$ cat config.mk
export PLATFORM = sky130hd
export DESIGN_NAME = cpu_control_unit
export DESIGN_NICKNAME = d
export VERILOG_FILES = /design/src/rtl/cpu_control_unit.sv
export SDC_FILE = /design/constraint.sdc
export NUM_CORES = 1
export LEC_CHECK = 0
export ABC_AREA = 0
export CORE_MARGIN = 4
export CORE_UTILIZATION = 44
export CTS_CLUSTER_SIZE = 28
export DETAILED_ROUTE_END_ITERATION = 8
export GPL_ROUTABILITY_DRIVEN = 1
export GPL_TIMING_DRIVEN = 0
export PLACE_DENSITY_LB_ADDON = 0.3
export SYNTH_ARGS = -nofsm -noshare
export SYNTH_HDL_FRONTEND = slang
export SYNTH_SLANG_ARGS = --single-unit
$ cat constraint.sdc
create_clock -name clk -period 2.7 [get_ports clk]
set_clock_uncertainty 0.2 [all_clocks]
set_input_delay 0.27 -clock clk [delete_from_list [all_inputs] [get_ports clk]]
set_output_delay 0.27 -clock clk [all_outputs]
set_load 0.02 [all_outputs]
$ cat src/rtl/cpu_control_unit.sv
// Multi-cycle fetch/decode/execute sequencer driving the register file and ALU.
// Optional retired-instruction counter enabled by defining INSTR_COUNT_EN.
module cpu_control_unit #(
  parameter int PC_WIDTH = 8
) (
  input  logic                clk,
  input  logic                reset,
  input  logic                run,
  output logic                imem_req,
  output logic [PC_WIDTH-1:0] imem_addr,
  input  logic                imem_valid,
  input  logic [15:0]         imem_rdata,
  output logic [3:0]          rf_raddr1,
  output logic [3:0]          rf_raddr2,
  output logic                rf_we,
  output logic [3:0]          rf_waddr,
  output logic [15:0]         rf_wdata,
  output logic [3:0]          alu_code,
  input  logic [15:0]         alu_accum,
  input  logic                alu_pc_branch,
  output logic                halted,
  output logic                illegal_op,
  output logic [15:0]         retired_count
);

  localparam logic [3:0] OP_NOP  = 4'b0000;
  localparam logic [3:0] OP_HALT = 4'b0001;
  localparam logic [3:0] OP_SUB  = 4'b0100;
  localparam logic [3:0] OP_ADD  = 4'b1000;
  localparam logic [3:0] OP_BLT  = 4'b1101;
  localparam logic [3:0] OP_BGT  = 4'b1110;
  localparam logic [3:0] OP_BEQ  = 4'b1111;

  typedef enum logic [2:0] {
    S_IDLE,
    S_FETCH,
    S_DECODE,
    S_EXEC,
    S_HALT
  } state_t;

  state_t              state_reg;
  logic [PC_WIDTH-1:0] pc_reg;
  logic [15:0]         ir_reg;
  logic [3:0]          opcode;
  logic                is_alu;
  logic                is_branch;
  logic                is_legal;
  logic [PC_WIDTH-1:0] pc_seq;
  logic [PC_WIDTH-1:0] pc_target;

  assign opcode    = ir_reg[15:12];
  assign is_alu    = (opcode == OP_ADD) || (opcode == OP_SUB);
  assign is_branch = (opcode == OP_BEQ) || (opcode == OP_BLT) || (opcode == OP_BGT);
  assign is_legal  = is_alu || is_branch || (opcode == OP_NOP) || (opcode == OP_HALT);

  // Branch offset is a signed 4-bit field relative to the following instruction.
  assign pc_seq    = pc_reg + PC_WIDTH'(1);
  assign pc_target = pc_seq + {{(PC_WIDTH-4){ir_reg[3]}}, ir_reg[3:0]};

  assign imem_addr = pc_reg;
  assign rf_waddr  = ir_reg[11:8];
  assign rf_wdata  = alu_accum;

  always_comb begin
    rf_raddr1 = 4'd0;
    rf_raddr2 = 4'd0;
    if (is_alu) begin
      rf_raddr1 = ir_reg[7:4];
      rf_raddr2 = ir_reg[3:0];
    end else if (is_branch) begin
      rf_raddr1 = ir_reg[11:8];
      rf_raddr2 = ir_reg[7:4];
    end
  end

  always_ff @(posedge clk or posedge reset) begin
    if (reset) begin
      state_reg  <= S_IDLE;
      pc_reg     <= '0;
      ir_reg     <= 16'd0;
      alu_code   <= 4'd0;
      imem_req   <= 1'b0;
      rf_we      <= 1'b0;
      halted     <= 1'b0;
      illegal_op <= 1'b0;
    end else begin
      case (state_reg)
        S_IDLE: begin
          if (run) begin
            state_reg <= S_FETCH;
            imem_req  <= 1'b1;
          end
        end
        S_FETCH: begin
          if (imem_valid) begin
            ir_reg    <= imem_rdata;
            imem_req  <= 1'b0;
            state_reg <= S_DECODE;
          end
        end
        S_DECODE: begin
          alu_code   <= (is_alu || is_branch) ? opcode : 4'd0;
          rf_we      <= is_alu;
          illegal_op <= !is_legal;
          state_reg  <= S_EXEC;
        end
        S_EXEC: begin
          alu_code   <= 4'd0;
          rf_we      <= 1'b0;
          illegal_op <= 1'b0;
          if (opcode == OP_HALT) begin
            halted    <= 1'b1;
            state_reg <= S_HALT;
          end else begin
            pc_reg    <= (is_branch && alu_pc_branch) ? pc_target : pc_seq;
            imem_req  <= 1'b1;
            state_reg <= S_FETCH;
          end
        end
        S_HALT: begin
          state_reg <= S_HALT;
        end
        default: begin
          state_reg <= S_IDLE;
        end
      endcase
    end
  end

`ifdef INSTR_COUNT_EN
  logic [15:0] retired_reg;

  always_ff @(posedge clk or posedge reset) begin
    if (reset) begin
      retired_reg <= 16'd0;
    end else if (state_reg == S_EXEC) begin
      retired_reg <= retired_reg + 16'd1;
    end
  end

  assign retired_count = retired_reg;
`else
  assign retired_count = 16'd0;
`endif

endmodule

==> flow_metrics.py <==
metrics = {
    "status": {
        "outcome": "completed",
    },
    "global_route": {
        "global_route.usage.total_pct": 16.5,
        "groute.layer.met1.usage_pct": 18.0,
        "wire_length_of_the_first_global_routing_pass_um": 8470,
        "maximum_number_of_pins_on_one_net_before_global_route_repair": 36,
        "globalRoute.busiestLayer": "met2",
        "globalRouteOverflowTotal": 0,
        "number_of_antenna_violations_at_the_first_check_in_global_routing": 0,
        "globalRouteMet3Util_pct": 2.96,
        "globalRouteMet2Util_pct": 30.9,
        "first_global_vias": 1898,
    },
    "route": {
        "drtIter0Drc": 71,
        "router_iterations_before_antenna_repair": 4,
        "viasPerCell": 4.86,
        "wirelength_um": 5340,
        "drc_errors": 0,
        "vias": 1949,
        "routed_wire_length_per_instance_um": 13.3,
        "drtAntennaViolNets": 0,
    },
    "logic_synthesis": {
        "synth-seq-cells": 35,
        "synth.cell_area_sq_um": 2390,
        "synth.yosys.warnings": 0,
        "yosysSeqAreaShare_pct": 36.7,
        "async_set_or_reset_register_ratio_after_synthesis_pct": 100,
        "synthesis.area_per_instance_sq_um": 9.78,
        "synthTopCellsByCount": "sky130_fd_sc_hd__buf_4 (37), sky130_fd_sc_hd__dfrtp_1 (35), sky130_fd_sc_hd__nand2_1 (22)",
        "synth-edff-count": 0,
        "synthFlopType": "sky130_fd_sc_hd__dfrtp_1",
        "ys_types": 47,
        "post_synth_inst_count": 244,
        "synth_area_leader_cell": "sky130_fd_sc_hd__dfrtp_1",
        "synth.area.top_cells": "sky130_fd_sc_hd__dfrtp_1 (37%), sky130_fd_sc_hd__buf_4 (12%), sky130_fd_sc_hd__mux2_2 (8.5%)",
        "yosys.area.top_type_share_pct": 36.7,
        "post-synth-top-count-cell": "sky130_fd_sc_hd__buf_4",
    },
    "setup_path": {
        "required_ps": 2230,
        "worst_path_max_delay_cell": "sky130_fd_sc_hd__clkdlybuf4s50_1",
        "timing_worst_setup_path_type": "reg2out",
        "critical_path_depth": 4,
        "reg2reg_setup_slack_ps": 170,
        "critical_path_arrival_ps": 2100,
        "crit_path_start": "ir_reg[12]$_DFFE_PP0P_",
        "critical-path-top-delay-family": "buffers and inverters",
        "cp-start-kind": "flip-flop",
        "timing.rr.start": "imem_addr[0]$_DFFE_PP0P_",
        "rr_endpoint": "imem_addr[6]$_DFFE_PP0P_",
        "cp.buffers_inverters": 2,
        "critPathCapture": "rf_raddr1[1]",
        "worst_r2r_path_depth": 7,
        "worst_path_largest_cell_delay_ps": 610,
        "crit_path_max_fanout": 12,
        "worstSetupEndpointType": "output port",
        "timing.critical_path.cells": "buf_2 -> o211a_1 -> a22o_1 -> clkdlybuf4s50_1",
    },
    "timing": {
        "tns_ps": 0,
        "grt_setup_unrepaired": "no",
        "fmax_mhz": 388,
        "slew-limit-headroom_pct": 51.6,
        "max_slew.worst_pin.slew_ps": 722,
        "period_share_pct": 95.4,
        "report.final.hold_viol_count": 0,
        "setup_viol_count_final": 0,
        "period_minus_slack_ps": 2570,
        "drv_slew": 0,
        "setup_slack_ps": 125,
    },
    "flow_run": {
        "max_cap_violations": 0,
    },
    "cells_and_area": {
        "area_growth_syn_to_layout_pct": 37.7,
        "final_net_count": 377,
        "fraction_of_layout_cells_with_a_size_suffix_above_1_pct": 23.3,
        "largest_reg_flops": 16,
        "diodes": 0,
    },
    "clocking": {
        "cts_hold_buffers": 0,
        "clock_sinks": 35,
        "cts_tree": "yes",
        "clock_insertion_delay_worst_skew_ps": 290,
        "numCtsBuffers": 5,
        "clockRootBuffer": "sky130_fd_sc_hd__clkbuf_8",
        "clk_pin_slew_worst_paths_ps": 70,
        "clock_tree.buffer_depth": 2,
        "cts.htree.levels": 2,
    },
    "die": {
        "boundary_pin_count": 97,
        "die_h_um": 81.7,
        "placeableCoreArea_sq_um": 5170,
        "fp.dieArea_sq_um": 6670,
        "start_util_pct": 46.2,
        "chipWidth_um": 81.7,
        "core.rowCount": 26,
    },
    "worst_hold_path": {
        "hp-class": "in2async",
    },
    "placement": {
        "place.gp.congestion": 0.839,
        "placement.setup.worst_slack_ps": 126,
        "port_buffers": 64,
        "dp.final_hpwl_um": 4010,
    },
    "pwr": {
        "ir_worst_vdd_v": 0.000692,
        "p_leak_nw": 1.47,
        "power.density_cell_area_nw_per_um2": 1190,
    },
}
## cell type report
cell class	count	area [sq um]
clock buffer	6	72.6
timing repair buffer	65	661
buffer	46	330
fill	456	1890
inverter	5	18.8
multi-input combinational	172	1230
sequential	35	877
clock inverter	2	12.5
tap	70	87.6
## through the flow
stage	util, %	area (sq um)	power [mW]	cells	hold WS (ps)
6_report	63.5	3290	3.91	401	217
5_1_grt	63.5	3290	4.24	401	288
4_1_cts	63.0	3260	3.88	400	273
3_5_place_dp	61.3	3170	3.46	393	256
3_3_place_gp	61.3	3170	3.40	393	254
2_1_floorplan	-	2440	2.70	259	222
## how the worst min path moves through the flow
stage	slack (ps)	depth (start not counted)	start	end
finish	220	2	reset	imem_addr[6]$_DFFE_PP0P_
global route	290	2	reset	illegal_op$_DFFE_PP0P_
CTS	270	1	halted$_DFFE_PP0P_	halted$_DFFE_PP0P_
detailed placement	260	1	halted$_DFFE_PP0P_	halted$_DFFE_PP0P_
global placement	250	1	halted$_DFFE_PP0P_	halted$_DFFE_PP0P_
floorplan	220	1	reset	alu_code[0]$_DFFE_PP0P_
## timing repair
| item | in CTS | in global routing |
|---|---|---|
| endpoints found under the hold margin | 0 | 0 |
| buffers inserted | 0 | 1 |
| gates resized for setup | 1 | 3 |
| endpoints found under the setup margin | 8 | 6 |
| pin swaps | 0 | 1 |
## cells in the final DEF, fill, tap and decap left out, types with 2 or more instances in the layout
cell type	Yosys	layout
sky130_fd_sc_hd__a211oi_1	2	2
sky130_fd_sc_hd__a21o_1	3	3
sky130_fd_sc_hd__a21oi_1	11	11
sky130_fd_sc_hd__a22o_1	9	9
sky130_fd_sc_hd__a31oi_1	3	2
sky130_fd_sc_hd__and2_1	3	3
sky130_fd_sc_hd__buf_2	3	3
sky130_fd_sc_hd__buf_4	37	37
sky130_fd_sc_hd__buf_6	2	2
sky130_fd_sc_hd__clkbuf_1	5	5
sky130_fd_sc_hd__clkbuf_8	0	5
sky130_fd_sc_hd__clkdlybuf4s50_1	0	64
sky130_fd_sc_hd__conb_1	1	16
sky130_fd_sc_hd__dfrtp_1	35	34
sky130_fd_sc_hd__ha_1	9	9
sky130_fd_sc_hd__inv_1	5	4
sky130_fd_sc_hd__mux2_2	18	18
sky130_fd_sc_hd__mux2i_1	3	3
sky130_fd_sc_hd__nand2_1	22	22
sky130_fd_sc_hd__nand2b_1	4	4
sky130_fd_sc_hd__nand3_1	3	3
sky130_fd_sc_hd__nand4_1	2	2
sky130_fd_sc_hd__nor2_1	12	12
sky130_fd_sc_hd__nor3_1	4	4
sky130_fd_sc_hd__nor4_1	2	2
sky130_fd_sc_hd__o21ai_0	11	10
sky130_fd_sc_hd__o31ai_1	2	2
sky130_fd_sc_hd__or3_1	2	2
sky130_fd_sc_hd__xnor2_1	7	7
sky130_fd_sc_hd__xor2_1	4	4
## where the power goes
group	internal (mW)	switching (mW)	leakage, nW
sequential	0.760	0.253	0.424
clock	0.180	0.197	0.0412
combinational	1.27	1.25	1.01
total	2.21	1.70	1.47
## routing by layer
| layer | wire length [um] | vias to the layer above |
|---|---|---|
| met5 | 0 | - |
| met4 | 86 | 0 |
| met3 | 320 | 8 |
| li1 | - | 985 |
| met1 | 2090 | 901 |
| met2 | 2840 | 55 |
## kinds of logic (layout without fill, tap and decap cells)
group / count (synthesis) / in the layout / share of synthesized area (%)
multiplexers: 21 / 21 / 9.75
XOR/XNOR: 11 / 11 / 4.04
AND/OR/NAND/NOR: 64 / 64 / 14.7
AO/OA/AOI/OAI: 50 / 50 / 14.4
buffers and inverters: 52 / 124 / 14.8
adder cells (fa/ha/maj): 10 / 10 / 5.56
other: 1 / 16 / 0.157
flip-flops: 35 / 35 / 36.7
Power figures use the tool's default switching activity.
